--- src/rtl/tlcd_row_engine.sv ---
// Character-LCD row engine: runs the HD44780-style init sequence after power-up
// and refreshes the selected rows from a text buffer snapshotted on START.
module tlcd_row_engine #(
  parameter int COLS       = 16,
  parameter int ROWS       = 2,
  parameter int E_PULSE    = 200,
  parameter int EXEC_TIME  = 1000,
  parameter int CLEAR_TIME = 2000,
  parameter int INIT_DELAY = 20000,
  parameter int CNT_W      = 20
) (
  input  logic                   CLK,
  input  logic                   RESETN,
  input  logic                   START,
  input  logic [ROWS-1:0]        ROW_MASK,
  input  logic                   REINIT,
  input  logic [ROWS*COLS*8-1:0] TEXT,
  output logic                   BUSY,
  output logic                   DONE,
  output logic                   INIT_OK,
  output logic                   TLCD_E,
  output logic                   TLCD_RS,
  output logic                   TLCD_RW,
  output logic [7:0]             TLCD_DATA
);
  localparam int TW = ROWS * COLS * 8;
  localparam int RW = (ROWS > 1) ? $clog2(ROWS) : 1;
  localparam int CW = (COLS > 1) ? $clog2(COLS) : 1;
  localparam logic [CNT_W-1:0] PWRUP_LAST = CNT_W'(INIT_DELAY - 1);
  localparam logic [CNT_W-1:0] E_LEN      = CNT_W'(E_PULSE);
  localparam logic [CNT_W-1:0] EXEC_LAST  = CNT_W'(EXEC_TIME);
  localparam logic [CNT_W-1:0] CLEAR_LAST = CNT_W'(CLEAR_TIME);

  if (COLS < 1 || COLS > 40 || ROWS < 1 || ROWS > 4 || E_PULSE < 1 || INIT_DELAY < 1 ||
      E_PULSE >= EXEC_TIME || EXEC_TIME > CLEAR_TIME ||
      longint'(CLEAR_TIME) >= (longint'(1) << CNT_W) ||
      longint'(INIT_DELAY) >= (longint'(1) << CNT_W)) begin : g_param_check
    $error("tlcd_row_engine: illegal parameter combination");
  end

  typedef enum logic [2:0] {PWRUP, INIT, IDLE, ROW_ADDR, ROW_CHAR, FINISH} state_t;

  state_t           state;
  logic [CNT_W-1:0] cnt;
  logic [2:0]       init_idx;
  logic [RW-1:0]    row;
  logic [CW-1:0]    col;
  logic [TW-1:0]    snap_text;
  logic [ROWS-1:0]  snap_mask;
  logic             run_rows;
  logic             pending;

  state_t           nxt_state;
  logic [2:0]       nxt_idx;
  logic [RW-1:0]    nxt_row;
  logic [CW-1:0]    nxt_col;
  logic [7:0]       nxt_data;
  logic             nxt_rs;
  logic             found;
  logic [RW-1:0]    found_row;
  int               search_from;
  int               char_idx;
  logic [CNT_W-1:0] lim;

  assign TLCD_RW = 1'b0;
  assign lim = (!TLCD_RS && TLCD_DATA == 8'h01) ? CLEAR_LAST : EXEC_LAST;

  // Work out which transaction follows the current one (or the pending dispatch).
  always_comb begin
    search_from = (state == ROW_CHAR) ? int'(row) + 1 : 0;
    found       = 1'b0;
    found_row   = '0;
    for (int r = ROWS - 1; r >= 0; r--) begin
      if (snap_mask[r] && r >= search_from) begin
        found     = 1'b1;
        found_row = RW'(r);
      end
    end

    nxt_state = state;
    nxt_idx   = init_idx;
    nxt_row   = row;
    nxt_col   = col;
    case (state)
      INIT: begin
        if (init_idx != 3'd5) begin
          nxt_idx = init_idx + 3'd1;
        end else if (!run_rows) begin
          nxt_state = IDLE;
        end else if (found) begin
          nxt_state = ROW_ADDR;
          nxt_row   = found_row;
        end else begin
          nxt_state = FINISH;
        end
      end
      ROW_ADDR: begin
        if (!pending) begin
          nxt_state = ROW_CHAR;
          nxt_col   = '0;
        end else if (found) begin
          nxt_row = found_row;
        end else begin
          nxt_state = FINISH;
        end
      end
      ROW_CHAR: begin
        if (int'(col) != COLS - 1) begin
          nxt_col = col + CW'(1);
        end else if (found) begin
          nxt_state = ROW_ADDR;
          nxt_row   = found_row;
        end else begin
          nxt_state = FINISH;
        end
      end
      default: ;
    endcase

    char_idx = ROWS * COLS - 1 - (int'(nxt_row) * COLS + int'(nxt_col));
    nxt_rs   = 1'b0;
    nxt_data = 8'h00;
    case (nxt_state)
      INIT: begin
        case (nxt_idx)
          3'd3:    nxt_data = 8'h0C;
          3'd4:    nxt_data = 8'h06;
          3'd5:    nxt_data = 8'h01;
          default: nxt_data = 8'h38;
        endcase
      end
      ROW_ADDR: begin
        case (int'(nxt_row))
          1:       nxt_data = 8'hC0;
          2:       nxt_data = 8'h94;
          3:       nxt_data = 8'hD4;
          default: nxt_data = 8'h80;
        endcase
      end
      ROW_CHAR: begin
        nxt_rs   = 1'b1;
        nxt_data = 8'(snap_text >> (char_idx * 8));
      end
      default: ;
    endcase
  end

  // cnt indexes the cycle within a transaction: 0 is setup, 1..E_PULSE is E high,
  // and the transaction ends when cnt reaches the exec/clear time.
  always_ff @(posedge CLK or negedge RESETN) begin
    if (!RESETN) begin
      state     <= PWRUP;
      cnt       <= '0;
      init_idx  <= '0;
      row       <= '0;
      col       <= '0;
      snap_text <= '0;
      snap_mask <= '0;
      run_rows  <= 1'b0;
      pending   <= 1'b0;
      BUSY      <= 1'b1;
      DONE      <= 1'b0;
      INIT_OK   <= 1'b0;
      TLCD_E    <= 1'b0;
      TLCD_RS   <= 1'b0;
      TLCD_DATA <= 8'h00;
    end else begin
      DONE <= 1'b0;
      case (state)
        PWRUP: begin
          if (cnt == PWRUP_LAST) begin
            cnt       <= '0;
            state     <= INIT;
            init_idx  <= '0;
            run_rows  <= 1'b0;
            TLCD_RS   <= 1'b0;
            TLCD_DATA <= 8'h38;
          end else begin
            cnt <= cnt + 1'b1;
          end
        end
        IDLE: begin
          if (START) begin
            snap_text <= TEXT;
            snap_mask <= ROW_MASK;
            run_rows  <= 1'b1;
            BUSY      <= 1'b1;
            cnt       <= '0;
            if (REINIT) begin
              state     <= INIT;
              init_idx  <= '0;
              pending   <= 1'b0;
              TLCD_RS   <= 1'b0;
              TLCD_DATA <= 8'h38;
            end else begin
              state   <= ROW_ADDR;
              pending <= 1'b1;
            end
          end
        end
        FINISH: state <= IDLE;
        INIT, ROW_ADDR, ROW_CHAR: begin
          if (pending || cnt == lim) begin
            cnt       <= '0;
            TLCD_E    <= 1'b0;
            pending   <= 1'b0;
            state     <= nxt_state;
            init_idx  <= nxt_idx;
            row       <= nxt_row;
            col       <= nxt_col;
            TLCD_RS   <= nxt_rs;
            TLCD_DATA <= nxt_data;
            if (state == INIT && init_idx == 3'd5) INIT_OK <= 1'b1;
            if (nxt_state == IDLE || nxt_state == FINISH) begin
              BUSY <= 1'b0;
              DONE <= (nxt_state == FINISH);
            end
          end else begin
            cnt    <= cnt + 1'b1;
            TLCD_E <= (cnt < E_LEN);
          end
        end
        default: state <= PWRUP;
      endcase
    end
  end

endmodule

--- config.mk ---
export PLATFORM = sky130hd
export DESIGN_NAME = tlcd_row_engine
export DESIGN_NICKNAME = d
export VERILOG_FILES = /design/src/rtl/tlcd_row_engine.sv
export SDC_FILE = /design/constraint.sdc
export NUM_CORES = 1
export LEC_CHECK = 0
export ABC_AREA = 1
export CORE_UTILIZATION = 53
export CTS_CLUSTER_SIZE = 12
export DETAILED_ROUTE_END_ITERATION = 6
export GPL_ROUTABILITY_DRIVEN = 0
export PLACE_DENSITY_LB_ADDON = 0.3
export SYNTH_ARGS = -nofsm -noshare
export SYNTH_HDL_FRONTEND = slang
export SYNTH_SLANG_ARGS = --single-unit
--- constraint.sdc ---
create_clock -name CLK -period 3.98 [get_ports CLK]
set_clock_uncertainty 0.2 [all_clocks]
set_input_delay 0.796 -clock CLK [delete_from_list [all_inputs] [get_ports CLK]]
set_output_delay 0.796 -clock CLK [all_outputs]
set_load 0.005 [all_outputs]
Yosys cells after proc, flatten, opt, wreduce, memory -nomap -nowiden:

Index checks and enable logic that the tools add are counted.

* $add $sub $neg: 6
* magnitude comparators: 3
* eq/ne operators: 24
* shift-type cells: 1
* mux-type cells: 64
* reduce and logical (&&, ||, !) cells: 21

Operator list (count)
* right shift 256 x 32 -> 8 bit: 1
* 2-to-1 mux 20 bit: 3
* case mux 20 bit (3 select lines): 1
* case mux 8 bit (3 select lines): 2
* 2-to-1 mux 3 bit: 15
* 2-to-1 mux 8 bit: 4
* 2-to-1 mux 1 bit: 23
* equality test 3 bit (second input constant): 7
* adder 20 x 1 -> 20 bit (second input constant): 1
* equality test 20 x 11 -> 1 bit: 1
* equality test 20 x 15 -> 1 bit (second input constant): 1
* < comparator 20 x 8 -> 1 bit (second input constant): 1
* case mux 3 bit (3 select lines): 2
* case mux 6 bit (3 select lines): 1
* equality test 3 x 2 -> 1 bit (second input constant): 5
* case mux 3 bit (4 select lines): 1
* AND reduction 3 bit: 4
* 2-to-1 mux 11 bit: 1
* inequality test 2 bit (second input constant): 5
* equality test 8 x 1 -> 1 bit (second input constant): 1
* 2-to-1 mux 4 bit: 2
* case mux 4 bit (2 select lines): 1
* 2-to-1 mux 7 bit: 1
* subtractor 5 x 6 -> 7 bit (first input constant): 1
* other kinds (21): 34

* register bits after elaboration: 304
* bits of input ports: 262
* output and inout port bits: 14
* word-level logic and storage cells: 134

Depth between registers and ports, before layout:

Gate-level depths: netlist of run 1.

* depth in word-level cells: 16
* gate-level depth with buffers: 24
* mapped depth without buffers: 22

Worst setup path before layout of run 1:

Ideal clock, no wire load.

* kind: flip-flop to flip-flop
* start: register col[0]
* end: register TLCD_DATA[2]
* setup time: 0.117 ns
* arrival: 3.163 ns
* required time: 3.663 ns
* path slack: 0.500 ns
* stages on the path, launching flop included: 25
* period minus slack after synthesis: 3.480 ns
* cell sequence: dfrtp_1 ha_1 nand2_1 nor2_2 nand2_2 nand3_2 nand2_2 nand2_4 buf_2 ha_1 clkbuf_1 clkinv_1 nand2_4 nand2_4 inv_4 buf_4 nand3_1 nand3_1 nand2_1 nand2_1 nand2_1 nand2_1 nand2_1 nand2_1 nand2_1

* word-level cells in the longest chain between the ends: 9
* elaborated cells on any way between the ends: 18
* those cells by class: 3 x add/sub; 4 x eq/ne; 1 x shift; 10 x mux

RTL lines
* start: declaration: line 47 `logic [CW-1:0] col;`
* start signal: assignment: line 210 `col <= nxt_col;`
* adder 4 x 1 -> 4 bit / inequality test 4 x 1 -> 1 bit (equally long branches): line 109, 108
* 2-to-1 mux 4 bit (*): line 108 `if (int'(col) != COLS - 1) begin`
* case mux 4 bit (2 select lines) (*): line 84 `case (state)`
* named net nxt_col[1]: line 56 `logic [CW-1:0] nxt_col;`
* adder 5 x 4 -> 6 bit (*): line 120 `char_idx = ROWS * COLS - 1 - (int'(nxt_row) * COLS + int'(nxt_col));`
* subtractor 5 x 6 -> 7 bit (*): line 120
* right shift 256 x 32 -> 8 bit (*): line 142 `nxt_data = 8'(snap_text >> (char_idx * 8));`
* case mux 8 bit (3 select lines) (*): line 123 `case (nxt_state)`
* 2-to-1 mux 8 bit (*): line 203 `if (pending || cnt == lim) begin`
* case mux 8 bit (3 select lines) (*): line 169 `case (state)`
* end signal: assignment: line 212 `TLCD_DATA <= nxt_data;`
* end: declaration: line 24 `output logic [7:0] TLCD_DATA`

Mark *: on every way through the listed nets, which the timed path passes. The rest lies on a longest branch. The select of a mux whose other input is x is not followed.
A chain may end at the register's enable or synchronous reset.

Worst setup path after layout of run 1:

* start: register col[0]
* end: register TLCD_DATA[0]

The elaborated chain is that of the path after synthesis.

==> flow_summary_export.csv, run 1 <==
group,metric,value,unit
cts,htreeDepth,2,
routing,drt_iter0_drc,1965,
layout,fin_util,68.4,%
die,die_x,172,um
setup_path,worst_setup_path_start_kind,"register",
layout,n_fill_cell,2344,
setup_path,endpoint_kind,"register",
setup_path,cp_common_cell,"nand2_1",
timing,slew_headroom,39.2,%
global_routing,antenna_found_initial,2,
logic_synthesis,yosysUniqueCellTypes,45,
global_routing,grt_usage,32.3,%
timing,tightest_slew,910,ps
die,core_area,28600,um^2
global_routing,grt-ovfl-total,0,
flow_run,drv.max_cap_violation_count,0,
setup_path,cp_cell_sequence,"ha_1 -> nand2_1 -> nor2_2 -> nand2_2 -> inv_1 -> a21oi_1 -> and2_1 -> inv_1 -> ha_1 -> clkinv_1 -> nand2_4 -> nand2_4 -> inv_6 -> nand3_1 -> nand3_1 -> nand2_1 -> nand2_1 -> nand2_1 -> nand2_1 -> nand2_1 -> nand2_1 -> nand2_1",
routing,firstDrtPassIters,7,
cts,clk_pin_slew,60,ps
global_routing,grt_pass1_wl,73600,um
cts,cts_root_buffer,"clkbuf_16",
routing,vias,14900,
cts,postCtsSetupRepairBufs,0,
setup_path,setup.worst_path.class,"register to register",
setup_path,critPathMaxFanout,28,
logic_synthesis,synth_ff_type,"dfrtp_1",
layout,instances_no_fill,2699,
cts,numCtsBuffers,34,
power_and_ir_drop,power.total,12.3,mW
place,dp_cells,2649,
logic_synthesis,netlist_area,15400,um^2
setup_path,cpLargestDelayFamily,"simple AND/OR/NAND/NOR gates",
logic_synthesis,yosysMostFrequentCell,"nand2_1",
timing,period_needed,3590,ps
die,io_pins,276,
setup_path,cp_data_required_time,4180,ps
logic_synthesis,yosys_warnings,0,
global_routing,grt_pass1_vias,14300,
timing,finalCritPeriodShare,90.2,%
setup_path,reg2regPathDepth,22,
timing,setup_violations,0,
cts,cts_tree,"done",
setup_path,slowest_delay,470,ps
logic_synthesis,synth_edf_count,0,
layout,diodes,0,
timing,finalSetupTns,0,ps
logic_synthesis,yosysTopAreaCell,"dfrtp_1",
logic_synthesis,async_flop_share,100,%
die,fp.dieH,172,um
die,rows,62,
logic_synthesis,synth_commonest_cells,"699 x nand2_1, 303 x dfrtp_1, 280 x inv_1, 245 x o21ai_0, 239 x nand3_1",
timing,rsz0062_at_grt,"no",
routing,viasPerCell,5.51,
setup_path,rr_endpoint,"TLCD_DATA[0]$_DFFE_PN0P_",
setup_path,r2r_setup_slack,390,ps
run_status,status,"complete, no violations",
logic_synthesis,synthTopCellsByArea,"dfrtp_1 49%, nand2_1 17%, o21ai_0 8.0%, nand3_1 7.8%, inv_1 6.8%",
logic_synthesis,synth-seq-area-share,49.4,%
power_and_ir_drop,leakage,9.51,nW
setup_path,cp_slowest_cell,"dfrtp_1",
setup_path,critPathArrivalTime,3790,ps
cts,cts_buffer_depth,3,
timing,hold_viol,0,
layout,area_delta_synth_final,27.2,%
power_and_ir_drop,ir_drop,0.319,mV
setup_path,path_buf_inv,4,
global_routing,grt_max_degree,140,
routing,detail_route.wl_per_cell,17.3,um
setup_path,critPathLaunch,"col[0]$_DFFE_PN0P_",
logic_synthesis,syn_inst,2075,
worst_hold_path,hp-class,"input port to asynchronous set/reset pin",
place,placement.io_buffers,274,
die,die-area,29800,um^2
logic_synthesis,yosysTopAreaCellShare,49.2,%
layout,finalNetCount,2571,
routing,ant_nets,0,
setup_path,r2r_start,"col[0]$_DFFE_PN0P_",
logic_synthesis,avgSynthCellArea,7.42,um^2
cts,worstSkewPairLatency,520,ps
timing,clock.fmax,0.279,GHz
routing,drc,0,
cts,cts.sinks,304,
die,start_util,53.8,%
layout,drive_above_1_share,4.79,%
routing,wl,46600,um
timing,finalMaxSlewViolations,0,
logic_synthesis,ys_ff_latch,304,
place,dpl.hpwl,33200,um
power_and_ir_drop,powerDensity,626,nW/um^2
logic_synthesis,synth_nets,2345,
[cell families after synthesis]
| logic type | count (synthesis) | synth area share, % |
|---|---|---|
| xor+xnor | 9 | 0.512 |
| buf+inv | 400 | 10.2 |
| simple gates | 1037 | 28.4 |
| other cells | 1 | 0.0243 |
| flops | 304 | 49.4 |
| fa+ha+maj | 8 | 0.650 |
| mux | 1 | 0.0650 |
| compound gates | 315 | 10.8 |
[worst register-to-register path, stage by stage (launching register included)]
cell,delay [ps]
dfrtp_1,470
ha_1,270
nand2_1,110
nor2_2,80
nand2_2,130
inv_1,90
a21oi_1,110
and2_1,200
inv_1,90
ha_1,340
clkinv_1,140
nand2_4,140
nand2_4,220
inv_6,280
nand3_1,140
nand3_1,90
nand2_1,60
nand2_1,50
nand2_1,60
nand2_1,50
nand2_1,50
nand2_1,50
nand2_1,40
[metrics by stage]
step	hold WS, ps	cell area [um^2]	worst slack (ps)
final	104	19600	390
after floorplan	237	15400	500
after global routing	147	19600	43.6
after detailed placement	259	18500	448
after global placement	255	18500	672
after CTS	128	19600	361
[report_power, final]
part	leakage, nW	internal (mW)	switching [mW]
Sequential	3.66	4.47	0.533
Combinational	5.32	1.50	2.61
Clock	0.539	1.92	1.22
[registers in the layout, summed over array words and instances (netlist names)]
register / count
snap_text: 256
cnt: 20
TLCD_DATA: 8
col: 4
init_idx: 3
state: 3
snap_mask: 2
BUSY: 1
DONE: 1
INIT_OK: 1
TLCD_E: 1
TLCD_RS: 1
pending: 1
row: 1
run_rows: 1
[layout by cell type, fill, tap and decap left out, types with 5 or more instances in the layout]
| master | instances |
|---|---|
| inv_1 | 280 |
| nor3_1 | 18 |
| nand2_2 | 7 |
| ha_1 | 8 |
| dfrtp_1 | 303 |
| nand2_4 | 5 |
| nor2_1 | 41 |
| xor2_1 | 8 |
| buf_4 | 12 |
| o21ai_1 | 6 |
| o211ai_1 | 19 |
| a21oi_1 | 30 |
| clkdlybuf4s50_1 | 273 |
| inv_2 | 10 |
| nand4_1 | 9 |
| o21ai_0 | 245 |
| nor2_2 | 5 |
| buf_12 | 11 |
| nand3_1 | 239 |
| nand2_1 | 698 |
| clkbuf_16 | 35 |
[what timing repair did]
item / CTS / global route
resized for setup: 0 / 1
endpoints found under the setup margin: 0 / 1
hold buffers: 0 / 0
[worst max-delay path by stage]
| stage | cells past startpoint | endpoint |
|---|---|---|
| after detailed placement | 22 | TLCD_DATA[1]$_DFFE_PN0P_ |
| after floorplan | 24 | TLCD_DATA[2]$_DFFE_PN0P_ |
| after global routing | 22 | TLCD_DATA[0]$_DFFE_PN0P_ |
| after global placement | 22 | TLCD_DATA[6]$_DFFE_PN0P_ |
| final | 22 | TLCD_DATA[0]$_DFFE_PN0P_ |
| after CTS | 22 | TLCD_DATA[0]$_DFFE_PN0P_ |
[final cells by class]
cell class | instances | area [um^2] | share of cell area (%)
tap | 384 | 480 | 2.45
clock inverter | 9 | 149 | 0.760
inverter | 293 | 1100 | 5.64
timing repair buffer | 297 | 3060 | 15.6
multi-input combinational | 1371 | 6250 | 31.9
sequential | 304 | 7610 | 38.8
clock buffer | 41 | 938 | 4.79
[routing by layer]
layer  vias up  track usage [%]  share of wire [%]
met5         -                0              0.058
met4         4             16.8                4.9
li1       6982                -                  -
met1      6920             43.5                 41
met2       803             48.9                 44
met3       162             7.10                 10
(Power assumes the default switching activity.)
==> inputs of run 2 (changes only) <==
CAP_MARGIN = 20   (was not set)
SETUP_SLACK_MARGIN = 0.1   (was not set)
SKIP_CTS_REPAIR_TIMING = 1   (was not set)
==> flow_summary_export.csv, run 2 (synthesized netlist as in run 1, its figures left out) <==
group,metric,value,unit
run_status,status,"complete, no violations",
setup_path,reg2regPathDepth,21,
routing,firstDrtPassIters,6,
die,fp.dieH,172,um
routing,drc,0,
layout,layout_commonest_cell,"nand2_1",
setup_path,critPathMaxFanout,16,
setup_path,worst_setup_path_start_kind,"register",
die,die-area,29800,um^2
timing,clock.fmax,0.286,GHz
cts,htreeDepth,2,
routing,ant_nets,0,
power_and_ir_drop,ir_drop,0.317,mV
cts,worstSkewPairLatency,520,ps
power_and_ir_drop,internal-power,7.89,mW
timing,rsz0062_at_grt,"no",
global_routing,grt_pass1_wl,73600,um
layout,layout_common_cells,"698 x nand2_1, 303 x dfrtp_1, 280 x inv_1, 273 x clkdlybuf4s50_1, 245 x o21ai_0",
setup_path,slowest_delay,490,ps
setup_path,r2r_start,"col[0]$_DFFE_PN0P_",
setup_path,cp_slowest_cell,"dfrtp_1",
cts,cts_root_buffer,"clkbuf_16",
setup_path,endpoint_kind,"register",
timing,tightest_slew,903,ps
setup_path,critPathArrivalTime,3740,ps
cts,cts_buffer_depth,3,
flow_run,drv.max_cap_violation_count,0,
die,io_pins,276,
cts,cts_tree,"done",
routing,vias,14800,
layout,finalNetCount,2571,
place,dpl.hpwl,33200,um
timing,setup_violations,0,
setup_path,cp_common_cell,"nand2_1",
timing,fin_ws,484,ps
layout,drive_above_1_share,4.84,%
die,core_area,28600,um^2
layout,area_delta_synth_final,27.3,%
routing,drt_iter0_drc,1926,
place,place_ws,448,ps
timing,hold_viol,0,
cts,clk_pin_slew,60,ps
cts,cts.sinks,304,
power_and_ir_drop,powerDensity,625,nW/um^2
global_routing,grt_usage,32.3,%
setup_path,cp_data_required_time,4230,ps
power_and_ir_drop,switchingPower,4.37,mW
power_and_ir_drop,switching_share,35.6,%
global_routing,grt-ovfl-total,0,
global_routing,grt_pass1_vias,14300,
die,rows,62,
global_routing,grt_max_degree,140,
timing,period_needed,3500,ps
power_and_ir_drop,p_comb_share,33.7,%
routing,viasPerCell,5.50,
cts,numCtsBuffers,34,
routing,detail_route.wl_per_cell,17.3,um
place,placement.io_buffers,274,
routing,wl,46700,um
power_and_ir_drop,clock_power_share,25.5,%
setup_path,setup.worst_path.class,"register to register",
setup_path,critPathLaunch,"col[0]$_DFFE_PN0P_",
layout,largest_reg_flops,256,
timing,finalMaxSlewViolations,0,
setup_path,cp_cell_sequence,"ha_1 -> nand2_1 -> nor2_2 -> nand2_2 -> inv_1 -> a21oi_1 -> and2_1 -> inv_1 -> ha_1 -> clkinv_1 -> buf_4 -> nand3_1 -> nand3_1 -> nand3_1 -> nand2_1 -> nand2_1 -> nand2_1 -> nand2_1 -> nand2_1 -> nand2_1 -> nand2_1",
global_routing,antenna_found_initial,2,
timing,slew_headroom,39.7,%
timing,finalSetupTns,0,ps
layout,diodes,0,
layout,reg_top3,"snap_text x256, cnt x20, TLCD_DATA x8",
power_and_ir_drop,seqPwrFrac,40.8,%
layout,top_register,"snap_text",
power_and_ir_drop,leakage,9.52,nW
worst_hold_path,hp-class,"input port to asynchronous set/reset pin",
layout,n_fill_cell,2340,
die,die_x,172,um
timing,finalCritPeriodShare,87.8,%
die,start_util,53.8,%
run 2: routing by layer:
layer  part of all wire, %  track usage, %  wire [um]
met1                    41            43.5      19100
met2                    44            48.9      20500
met3                    10            7.10       4670
met4                   5.2            16.8       2420
met5                 0.058               0         27
run 2: critical path: cells and delay by family, from the launching register on:
kind | cells | cell delay (ps)
simple gates | 14 | 1530
buf+inv | 4 | 620
flops | 1 | 490
fa+ha+maj | 2 | 520
compound gates | 1 | 50
run 2: power by group through the flow:
stage          Combinational [mW]  Sequential [mW]  Clock [mW]
2_1_floorplan                2.72             4.85           0
3_3_place_gp                 3.87             4.98           0
3_5_place_dp                 4.00             5.03           0
4_1_cts                      4.06             4.99        3.14
5_1_grt                      4.66             5.12        3.27
6_report                     4.13             5.01        3.13
run 2: layout make-up:
cell class / count / area (um^2) / area share, %
flip-flops and latches: 304 / 7610 / 38.8
clock inverters: 9 / 149 / 0.759
clock buffers: 41 / 938 / 4.79
multi-input cells: 1371 / 6260 / 31.9
inverters: 293 / 1110 / 5.67
well taps: 384 / 480 / 2.45
repair buffers: 297 / 3060 / 15.6
run 2: path summary, 6_finish.rpt:
check	to	slack (ps)
setup reg to reg	TLCD_DATA[0]$_DFFE_PN0P_	480
min in group CLK	snap_text[190]$_DFFE_PN0P_	270
hold / removal	snap_text[89]$_DFFE_PN0P_	100
max in group asynchronous	snap_text[185]$_DFFE_PN0P_	2690
hold reg to reg	snap_text[190]$_DFFE_PN0P_	270
setup / recovery	TLCD_DATA[0]$_DFFE_PN0P_	480
run 2: stage by stage:
stage	power (mW)	utilization (%)	std cells	instance area [um^2]	hold WS, ps
after CTS	12.2	68.4	2699	19600	128
after detailed placement	9.03	64.6	2649	18500	259
after global placement	8.85	64.6	2649	18500	255
final	12.3	68.5	2699	19600	105
after floorplan	7.57	-	2075	15400	237
after global routing	13.0	68.5	2699	19600	147
